===== src/rtl/msx50bus_pkg.sv =====
// Shared types and constants for the MSX-50BUS initiator.
package msx50bus_pkg;

  typedef enum logic [2:0] {
    IDLE,
    STROBE,
    WAIT,
    DONE,
    GAP
  } msx50bus_state_t;

  // Read data returned when no target answered or for writes
  localparam logic [7:0]  MSX50BUS_IDLE_DATA = 8'hFF;
  localparam logic [15:0] MSX50BUS_ADDR_IDLE = 16'h0000;

endpackage


===== src/rtl/msx50bus_wait_timer.sv =====
// Loadable down-counter; expire_o is high while the count sits at 1, i.e. during the
// last cycle of a loaded interval. Shared by the WAIT (timeout) and GAP phases.
module msx50bus_wait_timer (
  input  logic       clk,
  input  logic       reset,
  input  logic       load_i,
  input  logic [7:0] load_value_i,
  input  logic       dec_i,
  output logic       expire_o
);

  logic [7:0] count_q, count_d;

  // Next count: load wins over decrement; saturate at zero
  always_comb begin
    count_d = count_q;
    if (load_i) begin
      count_d = load_value_i;
    end else if (dec_i && (count_q != 8'd0)) begin
      count_d = count_q - 8'd1;
    end
  end

  // Counter register
  always_ff @(posedge clk) begin
    if (reset) begin
      count_q <= 8'd0;
    end else begin
      count_q <= count_d;
    end
  end

  assign expire_o = (count_q == 8'd1);

endmodule


===== src/rtl/msx50bus_initiator.sv =====
// MSX-50BUS initiator: one CPU-side request becomes a single-cycle bus strobe, followed by
// an optional read wait (with timeout), a one-cycle response and a fixed idle gap.
// Optional feature: define MSX50BUS_CS_CHECK_EN to complete reads immediately when no target
// asserts the chip select for the addressed space during the strobe.
module msx50bus_initiator
  import msx50bus_pkg::*;
#(
  parameter int unsigned TIMEOUT_CYCLES = 10,
  parameter int unsigned GAP_CYCLES     = 3
) (
  input  logic        clk,
  input  logic        reset,
  input  logic        req_valid,
  output logic        req_ready,
  input  logic [15:0] req_address,
  input  logic [7:0]  req_wdata,
  input  logic        req_write,
  input  logic        req_io,
  output logic        rsp_valid,
  output logic [7:0]  rsp_rdata,
  output logic        rsp_timeout,
  output logic [15:0] bus_address,
  output logic [7:0]  bus_write_data,
  output logic        bus_read,
  output logic        bus_write,
  output logic        bus_io,
  output logic        bus_memory,
  input  logic        bus_read_ready,
  input  logic [7:0]  bus_read_data,
  input  logic        bus_io_cs,
  input  logic        bus_memory_cs
);

  localparam logic [7:0] TimeoutLoad = 8'(TIMEOUT_CYCLES);
  localparam logic [7:0] GapLoad     = 8'(GAP_CYCLES);

  msx50bus_state_t state_q;
  logic        req_ready_q, rsp_valid_q, rsp_timeout_q;
  logic [7:0]  rsp_rdata_q, bus_write_data_q;
  logic [15:0] bus_address_q;
  logic        bus_read_q, bus_write_q, bus_io_q, bus_memory_q;

  logic       cs_ok;
  logic       timer_load, timer_dec, timer_expire;
  logic [7:0] timer_value;

`ifdef MSX50BUS_CS_CHECK_EN
  // Bus qualifiers are only valid during STROBE, which is the only place cs_ok is used
  assign cs_ok = bus_io_q ? bus_io_cs : bus_memory_cs;
`else
  assign cs_ok = 1'b1;
  logic unused_cs;
  assign unused_cs = bus_io_cs ^ bus_memory_cs;
`endif

  // Timer control: arm the timeout when a read enters WAIT, arm the gap when leaving DONE
  always_comb begin
    timer_load  = 1'b0;
    timer_value = TimeoutLoad;
    timer_dec   = 1'b0;
    case (state_q)
      STROBE: timer_load = bus_read_q & cs_ok;
      WAIT:   timer_dec  = 1'b1;
      DONE: begin
        timer_load  = (GapLoad != 8'd0);
        timer_value = GapLoad;
      end
      GAP:    timer_dec  = 1'b1;
      default: ;
    endcase
  end

  msx50bus_wait_timer u_wait_timer (
    .clk          (clk),
    .reset        (reset),
    .load_i       (timer_load),
    .load_value_i (timer_value),
    .dec_i        (timer_dec),
    .expire_o     (timer_expire)
  );

  // Transaction FSM with registered handshake, response and bus outputs
  always_ff @(posedge clk) begin
    if (reset) begin
      state_q          <= IDLE;
      req_ready_q      <= 1'b1;
      rsp_valid_q      <= 1'b0;
      rsp_rdata_q      <= MSX50BUS_IDLE_DATA;
      rsp_timeout_q    <= 1'b0;
      bus_address_q    <= MSX50BUS_ADDR_IDLE;
      bus_write_data_q <= 8'h00;
      bus_read_q       <= 1'b0;
      bus_write_q      <= 1'b0;
      bus_io_q         <= 1'b0;
      bus_memory_q     <= 1'b0;
    end else begin
      rsp_valid_q <= 1'b0;
      case (state_q)
        IDLE: begin
          if (req_valid) begin
            state_q          <= STROBE;
            req_ready_q      <= 1'b0;
            bus_address_q    <= req_address;
            bus_write_data_q <= req_write ? req_wdata : 8'h00;
            bus_read_q       <= ~req_write;
            bus_write_q      <= req_write;
            bus_io_q         <= req_io;
            bus_memory_q     <= ~req_io;
          end
        end
        STROBE: begin
          bus_address_q    <= MSX50BUS_ADDR_IDLE;
          bus_write_data_q <= 8'h00;
          bus_read_q       <= 1'b0;
          bus_write_q      <= 1'b0;
          bus_io_q         <= 1'b0;
          bus_memory_q     <= 1'b0;
          if (bus_write_q) begin
            state_q       <= DONE;
            rsp_valid_q   <= 1'b1;
            rsp_rdata_q   <= MSX50BUS_IDLE_DATA;
            rsp_timeout_q <= 1'b0;
          end else if (!cs_ok) begin
            state_q       <= DONE;
            rsp_valid_q   <= 1'b1;
            rsp_rdata_q   <= MSX50BUS_IDLE_DATA;
            rsp_timeout_q <= 1'b1;
          end else begin
            state_q <= WAIT;
          end
        end
        WAIT: begin
          if (bus_read_ready) begin
            state_q       <= DONE;
            rsp_valid_q   <= 1'b1;
            rsp_rdata_q   <= bus_read_data;
            rsp_timeout_q <= 1'b0;
          end else if (timer_expire) begin
            state_q       <= DONE;
            rsp_valid_q   <= 1'b1;
            rsp_rdata_q   <= MSX50BUS_IDLE_DATA;
            rsp_timeout_q <= 1'b1;
          end
        end
        DONE: begin
          if (GapLoad == 8'd0) begin
            state_q     <= IDLE;
            req_ready_q <= 1'b1;
          end else begin
            state_q <= GAP;
          end
        end
        GAP: begin
          if (timer_expire) begin
            state_q     <= IDLE;
            req_ready_q <= 1'b1;
          end
        end
        default: begin
          state_q     <= IDLE;
          req_ready_q <= 1'b1;
        end
      endcase
    end
  end

  assign req_ready      = req_ready_q;
  assign rsp_valid      = rsp_valid_q;
  assign rsp_rdata      = rsp_rdata_q;
  assign rsp_timeout    = rsp_timeout_q;
  assign bus_address    = bus_address_q;
  assign bus_write_data = bus_write_data_q;
  assign bus_read       = bus_read_q;
  assign bus_write      = bus_write_q;
  assign bus_io         = bus_io_q;
  assign bus_memory     = bus_memory_q;

endmodule


===== config.mk =====
export PLATFORM = sky130hd
export DESIGN_NAME = msx50bus_initiator
export DESIGN_NICKNAME = d
export VERILOG_FILES = /design/src/rtl/msx50bus_pkg.sv /design/src/rtl/msx50bus_wait_timer.sv /design/src/rtl/msx50bus_initiator.sv
export SDC_FILE = /design/constraint.sdc
export NUM_CORES = 1
export LEC_CHECK = 0
export CAP_MARGIN = 30
export CORE_ASPECT_RATIO = 1.4
export CORE_MARGIN = 2
export CORE_UTILIZATION = 43
export DETAILED_ROUTE_END_ITERATION = 16
export PLACE_DENSITY = 0.79
export SETUP_SLACK_MARGIN = 0.5
export SYNTH_ARGS = -nofsm -noshare
export SYNTH_HDL_FRONTEND = slang
export SYNTH_SLANG_ARGS = --single-unit

===== constraint.sdc =====
create_clock -name clk -period 2.35 [get_ports clk]
set_input_delay 0.235 -clock clk [delete_from_list [all_inputs] [get_ports clk]]
set_output_delay 0.235 -clock clk [all_outputs]
set_load 0.01 [all_outputs]

* Word-level counts from Yosys, hierarchy flattened
Cells that the tools add are included.
** Operators by class
- Reduce and logical (&&, ||, !) cells :: 12
- Muxes and demuxes :: 38
- Bitwise gates (word level) :: 3
- Equality and inequality tests :: 9
- $add $sub $neg :: 1
** Operators by type and width (count)
- 2-to-1 mux 8 bit :: 7
- one-hot mux 16 bit (2 select lines) :: 1
- one-hot mux 8 bit (2 select lines) :: 2
- 2-to-1 mux 16 bit :: 1
- one-hot mux 3 bit (5 select lines) :: 1
- one-hot mux 1 bit (2 select lines) :: 7
- 2-to-1 mux 1 bit :: 13
- 2-to-1 mux 3 bit :: 4
- AND reduction 3 bit :: 3
- == test 8 x 1 -> 1 bit (second input constant) :: 1
- nonzero test 8 bit :: 1
- subtractor 8 x 1 -> 8 bit (second input constant) :: 1
- == test 3 x 2 -> 1 bit (second input constant) :: 2
- inequality test 2 bit (second input constant) :: 3
- nonzero test 2 bit :: 3
- 2-to-1 mux 4 bit :: 1
- == test 3 x 1 -> 1 bit (second input constant) :: 1
- == test 3 bit (second input constant) :: 1
- zero test 3 bit :: 1
- inequality test 3 bit (second input constant) :: 1
- NOT 1 bit :: 3
- one-hot mux 1 bit (3 select lines) :: 1
- OR reduction 3 bit :: 1
- AND reduction 2 bit :: 1
- other kinds (2) :: 2
** Storage, ports and cells
- Input bits :: 40
- Bits in registers :: 50
- Output and inout bits :: 39
- Word-level logic and storage cells :: 75

* Longest topological paths before layout
Gate-level depths: netlist of run 1.
- Depth after elaboration :: 6
- Gate-level depth with buffers :: 6
- Mapped depth without buffers :: 6

* Hierarchy
Synthesis of run 1 repeated with hierarchy kept, for this count alone.
** Unflattened totals
- Cell total of the unflattened synthesis :: 254
- Area, all modules :: 2222.1 sq um
** Modules (own cells, without submodules)
- msx50bus_initiator :: cells each 195, instances 1, sequential area each 840.8 sq um, area an instance 1697.9 sq um
- msx50bus_wait_timer :: cells each 59, instances 1, sequential area each 160.2 sq um, area an instance 524.3 sq um

* Worst setup path before layout of run 1
No wires, ideal clock.
- Path kind :: flip-flop to flip-flop
- Start point :: reg u_wait_timer.count_q[0]
- End point :: reg u_wait_timer.count_q[4]
- Buffers on the path :: 1
- Slack :: 733 ps
- Data arrival time :: 1547 ps
- Clock period less this slack :: 1617 ps
- Stages on the path, launching flop included :: 7
- Library setup time :: 70 ps
- Required time :: 2280 ps
- Cell sequence :: dfxtp_1 > inv_1 > ha_1 > a311o_1 > buf_2 > or3_1 > a21oi_1
** Between the ends
- Word-level cells in the longest chain between the ends :: 3
- Elaborated cells on any way between the ends :: 6
- Those cells by class :: add/sub: 1; mux: 2; reduce/logical: 3
** Ends and longest elaborated chain
- from (decl) :: RTL line msx50bus_wait_timer.sv:12 : logic [7:0] count_q, count_d;
- from (signal assigned) :: RTL line msx50bus_wait_timer.sv:29 : count_q <= count_d;
- subtractor 8 x 1 -> 8 bit / nonzero test 8 bit (equally long branches) :: RTL line msx50bus_wait_timer.sv:20, msx50bus_wait_timer.sv:19
- 2-to-1 mux 8 bit / logical AND 1 bit (equally long branches) :: RTL line msx50bus_wait_timer.sv:19 : end else if (dec_i && (count_q != 8'd0)) begin
- 2-to-1 mux 8 bit / nonzero test 2 bit (equally long branches)
Parallel ways exist; a longest one is shown, timed or not. The select of a mux whose other input is x is not followed.
A chain may end at the register's enable or synchronous reset.

* Final worst setup path of run 1
- Start point :: reg u_wait_timer.count_q[0]
- End point :: reg u_wait_timer.count_q[6]
Same word-level chain as after synthesis.

==> run metrics, run 1 <==
first-pass GRT wire length 7650 um; Final Cycle Share 0.786; largest net degree at the start of global routing 20; row count 29; Wirelength per Cell 13.7 um; syn_area_per_cell 8.76 sq um; clock buffer depth 2; Synth Warn # 0; share of layout cells above drive strength 1 0.100; switching share of power 0.371; CTS tree done; Worst Max-Slew Pin Slew 0.639 ns; total core area 4500 sq um; DR iter-0 viols 88; synthesized instance count 227; most frequent cells in the layout clkdlybuf4s50_1, dfxtp_1, nand2_1, a21oi_1, nor2_1; # diodes 0; Post-DRT Antenna Nets 0; Synth Register Bits 50; die width 61.5 um; PortBufs 76; clock power share 0.183; flop2flop setup slack 0.50 ns; via/cell ratio 5.09; status completed; Hold Crit Start bus_address[9]; grt total ovfl 0; Final Critical Period 1.85 ns; Die ar. 5190 sq um; Mapped Area 1990 sq um; R2R depth 6; CP required 2.59 ns; Arr. time, crit path 2.09 ns; share of flip-flops with an asynchronous set or reset 0; Die Span Y 84.5 um; area grow syn2layout 51.1%; vias in the first global route 1783; cell area power density 1110 nW/um^2; Tot GR Track Use 0.190; IO Pins 79; reg2reg end u_wait_timer.count_q[6]; Final Setup Violations 0; critical path class register to register; Initial Util 0.442; root buffer cell clkbuf_8; Hold Path Class register to register; Worst Skew 0.00831 ns; Netlist cell types 37; H-Tree Depth 2; Seq pwr share 0.370; hold depth 2; Reg area 1010 sq um; CTS Buf Count 5; crit path max fanout 6; worst skew pair latency 0.31 ns; Crit. End Element register; EDFF count, synth 0; RSZ-0062 raised after global routing no; Relative slew margins 0.571; Leakage 1.12 nW; Fill cells 401; Vias 1892; initial antenna violation count 0; setup total negative slack 0 ns; post-DP HPWL 3430 um; Comb pwr share 0.447; final WL 5090 um; multi-input logic area 942 sq um; switching power 1.24 mW; FF-to-FF Start u_wait_timer.count_q[0]; CTS Sinks 50; GP Congestion 0.788; 1st-pass router iterations 4; most common cell after layout, fill and taps aside clkdlybuf4s50_1; Tot Pwr 3.34 mW; Nets 352; WHS Endpoint bus_address[9]; Final Max Tran Viols 0; predominant post-synthesis flop cell dfxtp_1; Seq/Total Area, Yosys 0.503; max-cap violation count 0; maximum VDD drop 0.666 mV; Power Internal 2.10 mW; Clock transition at path regs 0.09 ns; Final Hold Fails 0; post-synthesis net count 270; DRC 0; Peak Freq 0.541 GHz; Worst setup SP type register
registers in the layout, summed over array words and instances (netlist names):
name / count
bus_address: 16
bus_write_data: 8
rsp_rdata: 8
u_wait_timer.count_q: 8
state_q: 3
bus_io: 1
bus_memory: 1
bus_read: 1
bus_write: 1
req_ready: 1
rsp_timeout: 1
rsp_valid: 1
timing repair:
item / CTS / global route
gates cloned: 0 / 0
pin swaps: 0 / 2
setup endpoints to repair: 1 / 25
hold buffers: 0 / 0
setup buffers: 0 / 6
gates resized for setup: 2 / 8
routing by layer:
| layer | GRT usage | up-vias | routed length (um) |
|---|---|---|---|
| met1 | 0.209 | 883 | 2020 |
| met4 | 0.0832 | 0 | 44 |
| met5 | 0 | - | 0 |
| li1 | - | 964 | - |
| met3 | 0.0385 | 4 | 281 |
| met2 | 0.337 | 41 | 2740 |
logic make-up after synthesis:
| logic type | count (synthesis) | share of synthesized area |
|---|---|---|
| AOI/OAI and AO/OA | 65 | 0.213 |
| buffers and inverters | 17 | 0.0371 |
| xor gates and xnor gates | 2 | 0.00881 |
| DFF | 50 | 0.503 |
| and+or+nand+nor | 90 | 0.219 |
| adders and majority gates | 3 | 0.0189 |
worst max-delay path by stage:
| stage | from | end | slack [ns] | depth (start not counted) |
|---|---|---|---|---|
| 2_1_floorplan | u_wait_timer.count_q[0] | u_wait_timer.count_q[4] | 0.73 | 6 |
| 3_3_place_gp | req_valid | bus_write_data[7] | 0.44 | 6 |
| 3_5_place_dp | req_valid | bus_write_data[7] | 0.42 | 6 |
| 4_1_cts | u_wait_timer.count_q[1] | u_wait_timer.count_q[5] | 0.53 | 5 |
| 5_1_grt | state_q[2] | u_wait_timer.count_q[1] | 0.43 | 4 |
| 6_report | u_wait_timer.count_q[0] | u_wait_timer.count_q[6] | 0.50 | 6 |
layout make-up:
type / count / share of cell area
Timing Repair Buffer: 87 / 0.281
Inverter: 5 / 0.00625
Clock inverter: 3 / 0.0146
Tap cell: 62 / 0.0258
Multi-Input combinational cell: 160 / 0.314
Sequential cell: 50 / 0.336
Clock buffer: 5 / 0.0229
stage by stage:
stage	instance area (sq um)	std cells	worst slack, ns	hold WS (ns)	util
global placement	2820	358	0.444	0.441	0.626
global route	3000	372	0.430	0.482	0.668
finish	3000	372	0.503	0.458	0.668
floorplan	1990	227	0.733	0.371	-
CTS	2930	366	0.527	0.459	0.652
detailed placement	2820	358	0.425	0.446	0.626
power groups by stage:
stage / registers (mW) / logic [mW] / clock network (mW)
after floorplan: 1.27 / 0.812 / 0
after global placement: 1.23 / 1.36 / 0
after detailed placement: 1.24 / 1.38 / 0
after CTS: 1.23 / 1.39 / 0.630
after global routing: 1.27 / 1.67 / 0.659
final: 1.24 / 1.49 / 0.612
worst max-delay path: stages, from the launching register on:
cell     delay [ns]
dfxtp_4        0.38
inv_1          0.06
ha_1           0.23
a311o_2        0.45
buf_4          0.17
or3_1          0.37
a21oi_2        0.14
synthesized netlist by cell type (2+ instances only):
cell      number  area, sq um
clkbuf_1       3         11.3
nand2b_1       2         12.5
or4_1          2         15.0
o21a_1         2         15.0
nand3_1        2         10.0
o31ai_1        3         22.5
nor3_1         7         35.0
a221o_1        2         20.0
nor2_1        17         63.8
nand3b_1       3         22.5
o21ai_0        6         30.0
buf_2          8         40.0
o22a_1         8         70.1
a22oi_1        8         60.1
a21oi_1       29          145
o211ai_1       2         15.0
xnor2_1        2         17.5
or3_1          6         37.5
or2_2          2         12.5
dfxtp_1       50         1000
nand2_1       41          154
inv_1          5         18.8
ha_1           3         37.5
(Power assumes the default switching activity.)
==> inputs of run 2 (changes only) <==
clock period = 1.8 ns   (was 2.35 ns; I/O delays follow)
==> run 2 against run 1 <==
Net effect: routed wire length rose by 27%; critical path type unchanged; register-to-register slack got worse by 0.33 ns; critical endpoint is now u_wait_timer.count_q[2]; core utilization rose by 12 points; die area did not move.
==> run metrics, run 2 (same netlist as run 1, synthesis figures left out) <==
status completed (unchanged); Tot Pwr 5.43 mW (was 3.34 mW); Die ar. 5190 sq um (unchanged); switching power 2.13 mW (was 1.24 mW); FF-to-FF Start u_wait_timer.count_q[2] (was u_wait_timer.count_q[0]); max-cap violation count 0 (unchanged); share of layout cells above drive strength 1 0.374 (was 0.100); Crit. End Element register (unchanged); # diodes 0 (unchanged); CTS Sinks 50 (unchanged); Vias 2210 (was 1892); Final Hold Fails 0 (unchanged); crit-path max cell delay 0.41 ns (was 0.45 ns); H-Tree Depth 2 (unchanged); critical path class register to register (unchanged); area grow syn2layout 78.3% (was 51.1%); CTS Buf Count 5 (unchanged); setup total negative slack 0 ns (unchanged); initial antenna violation count 0 (unchanged); Worst Max-Slew Pin Slew 0.480 ns (was 0.639 ns); Die Span Y 84.5 um (unchanged); multi-input logic area 1270 sq um (was 942 sq um); Leakage 1.47 nW (was 1.12 nW); vias in the first global route 1909 (was 1783); worst skew pair latency 0.30 ns (was 0.31 ns); Hold Path Class primary input to register (was register to register); crit path max fanout 6 (unchanged); clock power share 0.133 (was 0.183); GP Congestion 0.822 (was 0.788); R2R depth 7 (was 6); clock buffer depth 2 (unchanged); cell area power density 1530 nW/um^2 (was 1110 nW/um^2); CP max stage cell a311o_2 (unchanged); Nets 384 (was 352); largest net degree at the start of global routing 20 (unchanged); switching share of power 0.391 (was 0.371); max reg flops 16 (unchanged); post-DP HPWL 3320 um (was 3430 um); die width 61.5 um (unchanged); maximum VDD drop 1.05 mV (was 0.666 mV); Tot GR Track Use 0.211 (was 0.190); row count 29 (unchanged); first-pass GRT wire length 8420 um (was 7650 um); RSZ-0062 raised after global routing yes (was no); flop2flop setup slack 0.17 ns (was 0.50 ns); Worst setup SP type register (unchanged); 1st-pass router iterations 4 (unchanged); Fin Hold WS 0.427 ns (was 0.458 ns); Fill cells 299 (was 401); Most Frequent Cell on Critical Path buf_4; Comb pwr share 0.560 (was 0.447); Worst Skew 0.00717 ns (was 0.00831 ns); reg2reg end u_wait_timer.count_q[2] (was u_wait_timer.count_q[6]); hold depth 3 (was 2); WHS Endpoint bus_address[7] (was bus_address[9]); DRC 0 (unchanged); Hold Crit Start req_address[7] (was bus_address[9]); Initial Util 0.442 (unchanged); Power Internal 3.31 mW (was 2.10 mW); via/cell ratio 5.47 (was 5.09); DR iter-0 viols 101 (was 88); root buffer cell clkbuf_8 (unchanged); PortBufs 76 (unchanged); worst-path cell chain nor4_2 > buf_4 > a311o_2 > buf_4 > buf_4 > o21ai_0 > a21oi_2 (was inv_1 > ha_1 > a311o_2 > buf_4 > or3_1 > a21oi_2); Peak Freq 0.613 GHz (was 0.541 GHz); Final Critical Period 1.63 ns (was 1.85 ns); Post-DRT Antenna Nets 0 (unchanged); most common cell after layout, fill and taps aside dfxtp_1 (was clkdlybuf4s50_1); Final Cycle Share 0.906 (was 0.786); Reg area 1030 sq um (was 1010 sq um); grt total ovfl 0 (unchanged); Relative slew margins 0.680 (was 0.571); Wirelength per Cell 16.0 um (was 13.7 um); final WL 6450 um (was 5090 um); CP required 1.99 ns (was 2.59 ns); Final Max Tran Viols 0 (unchanged); CTS tree done (unchanged); Clock transition at path regs 0.09 ns (about the same); Seq pwr share 0.307 (was 0.370); most frequent cells in the layout dfxtp_1, dlygate4sd2_1, clkdlybuf4s50_1, buf_4, nand2_1 (was clkdlybuf4s50_1, dfxtp_1, nand2_1, a21oi_1, nor2_1); Arr. time, crit path 1.83 ns (was 2.09 ns); IO Pins 79 (unchanged); Final Setup Violations 0 (unchanged); total core area 4500 sq um (unchanged)
-- run 2: changes by cell type in the layout (fill, tap and decap cells not counted), sizes merged, moves of 2 or more --
| cell | delta |
|---|---|
| clkbuf | +3 |
| dlygate4sd2 | +39 |
| clkdlybuf4s50 | -40 |
| or2 | +3 |
| nand2 | +2 |
| buf | +26 |
-- run 2: critical path, delay by kind of cell, from the launching register on --
family | cells | cell delay (ns)
simple gates | 1 | 0.05
flops | 1 | 0.38
compound gates | 3 | 0.68
buf+inv | 3 | 0.42
-- run 2: power by group through the flow --
stage,Clock [mW],Combinational [mW],Sequential [mW]
4_1_cts,0.729,2.29,1.62
2_1_floorplan,0,1.26,1.68
6_report,0.725,3.04,1.67
3_5_place_dp,0,1.94,1.62
5_1_grt,0.793,3.28,1.70
3_3_place_gp,0,1.90,1.61
-- run 2: metal layers --
layer,routed length [um],track usage,part of all wire
met5,0,0,0
met4,220,0.0890,0.034
met1,2490,0.243,0.39
met3,403,0.0539,0.063
met2,3330,0.357,0.52
-- run 2: metrics by stage --
| stage | util | instances | setup WS [ns] | area, sq um |
|---|---|---|---|---|
| after floorplan | - | 227 | 0.284 | 2100 |
| after global placement | 0.640 | 360 | 0.0894 | 2880 |
| after detailed placement | 0.640 | 360 | 0.0696 | 2880 |
| after CTS | 0.703 | 387 | 0.190 | 3160 |
| after global routing | 0.788 | 404 | 0.106 | 3540 |
| final | 0.788 | 404 | 0.169 | 3540 |
-- run 2: what timing repair did --
action / 4_1_cts / 5_1_grt
setup endpoints to repair: 86 / 49
endpoints found under the hold margin: 0 / 0
setup buffers: 16 / 11
pin swaps: 11 / 50
hold buffers: 0 / 0
gates resized for setup: 73 / 70
cloned: 3 / 6
-- run 2: area by class of cell --
type	instances	area share
inverter	5	0.00671
multi-input combinational	166	0.358
timing repair buffer	113	0.295
tap	62	0.0219
clock buffer	8	0.0286
sequential	50	0.289
-- run 2: how the worst max path moves through the flow --
| stage | depth (start not counted) | endpoint | from |
|---|---|---|---|
| 2_1_floorplan | 6 | u_wait_timer.count_q[2] | u_wait_timer.count_q[0] |
| 3_3_place_gp | 5 | bus_write_data[5] | req_valid |
| 3_5_place_dp | 5 | bus_write_data[2] | req_valid |
| 4_1_cts | 6 | u_wait_timer.count_q[2] | u_wait_timer.count_q[0] |
| 5_1_grt | 7 | u_wait_timer.count_q[2] | u_wait_timer.count_q[2] |
| 6_report | 7 | u_wait_timer.count_q[2] | u_wait_timer.count_q[2] |
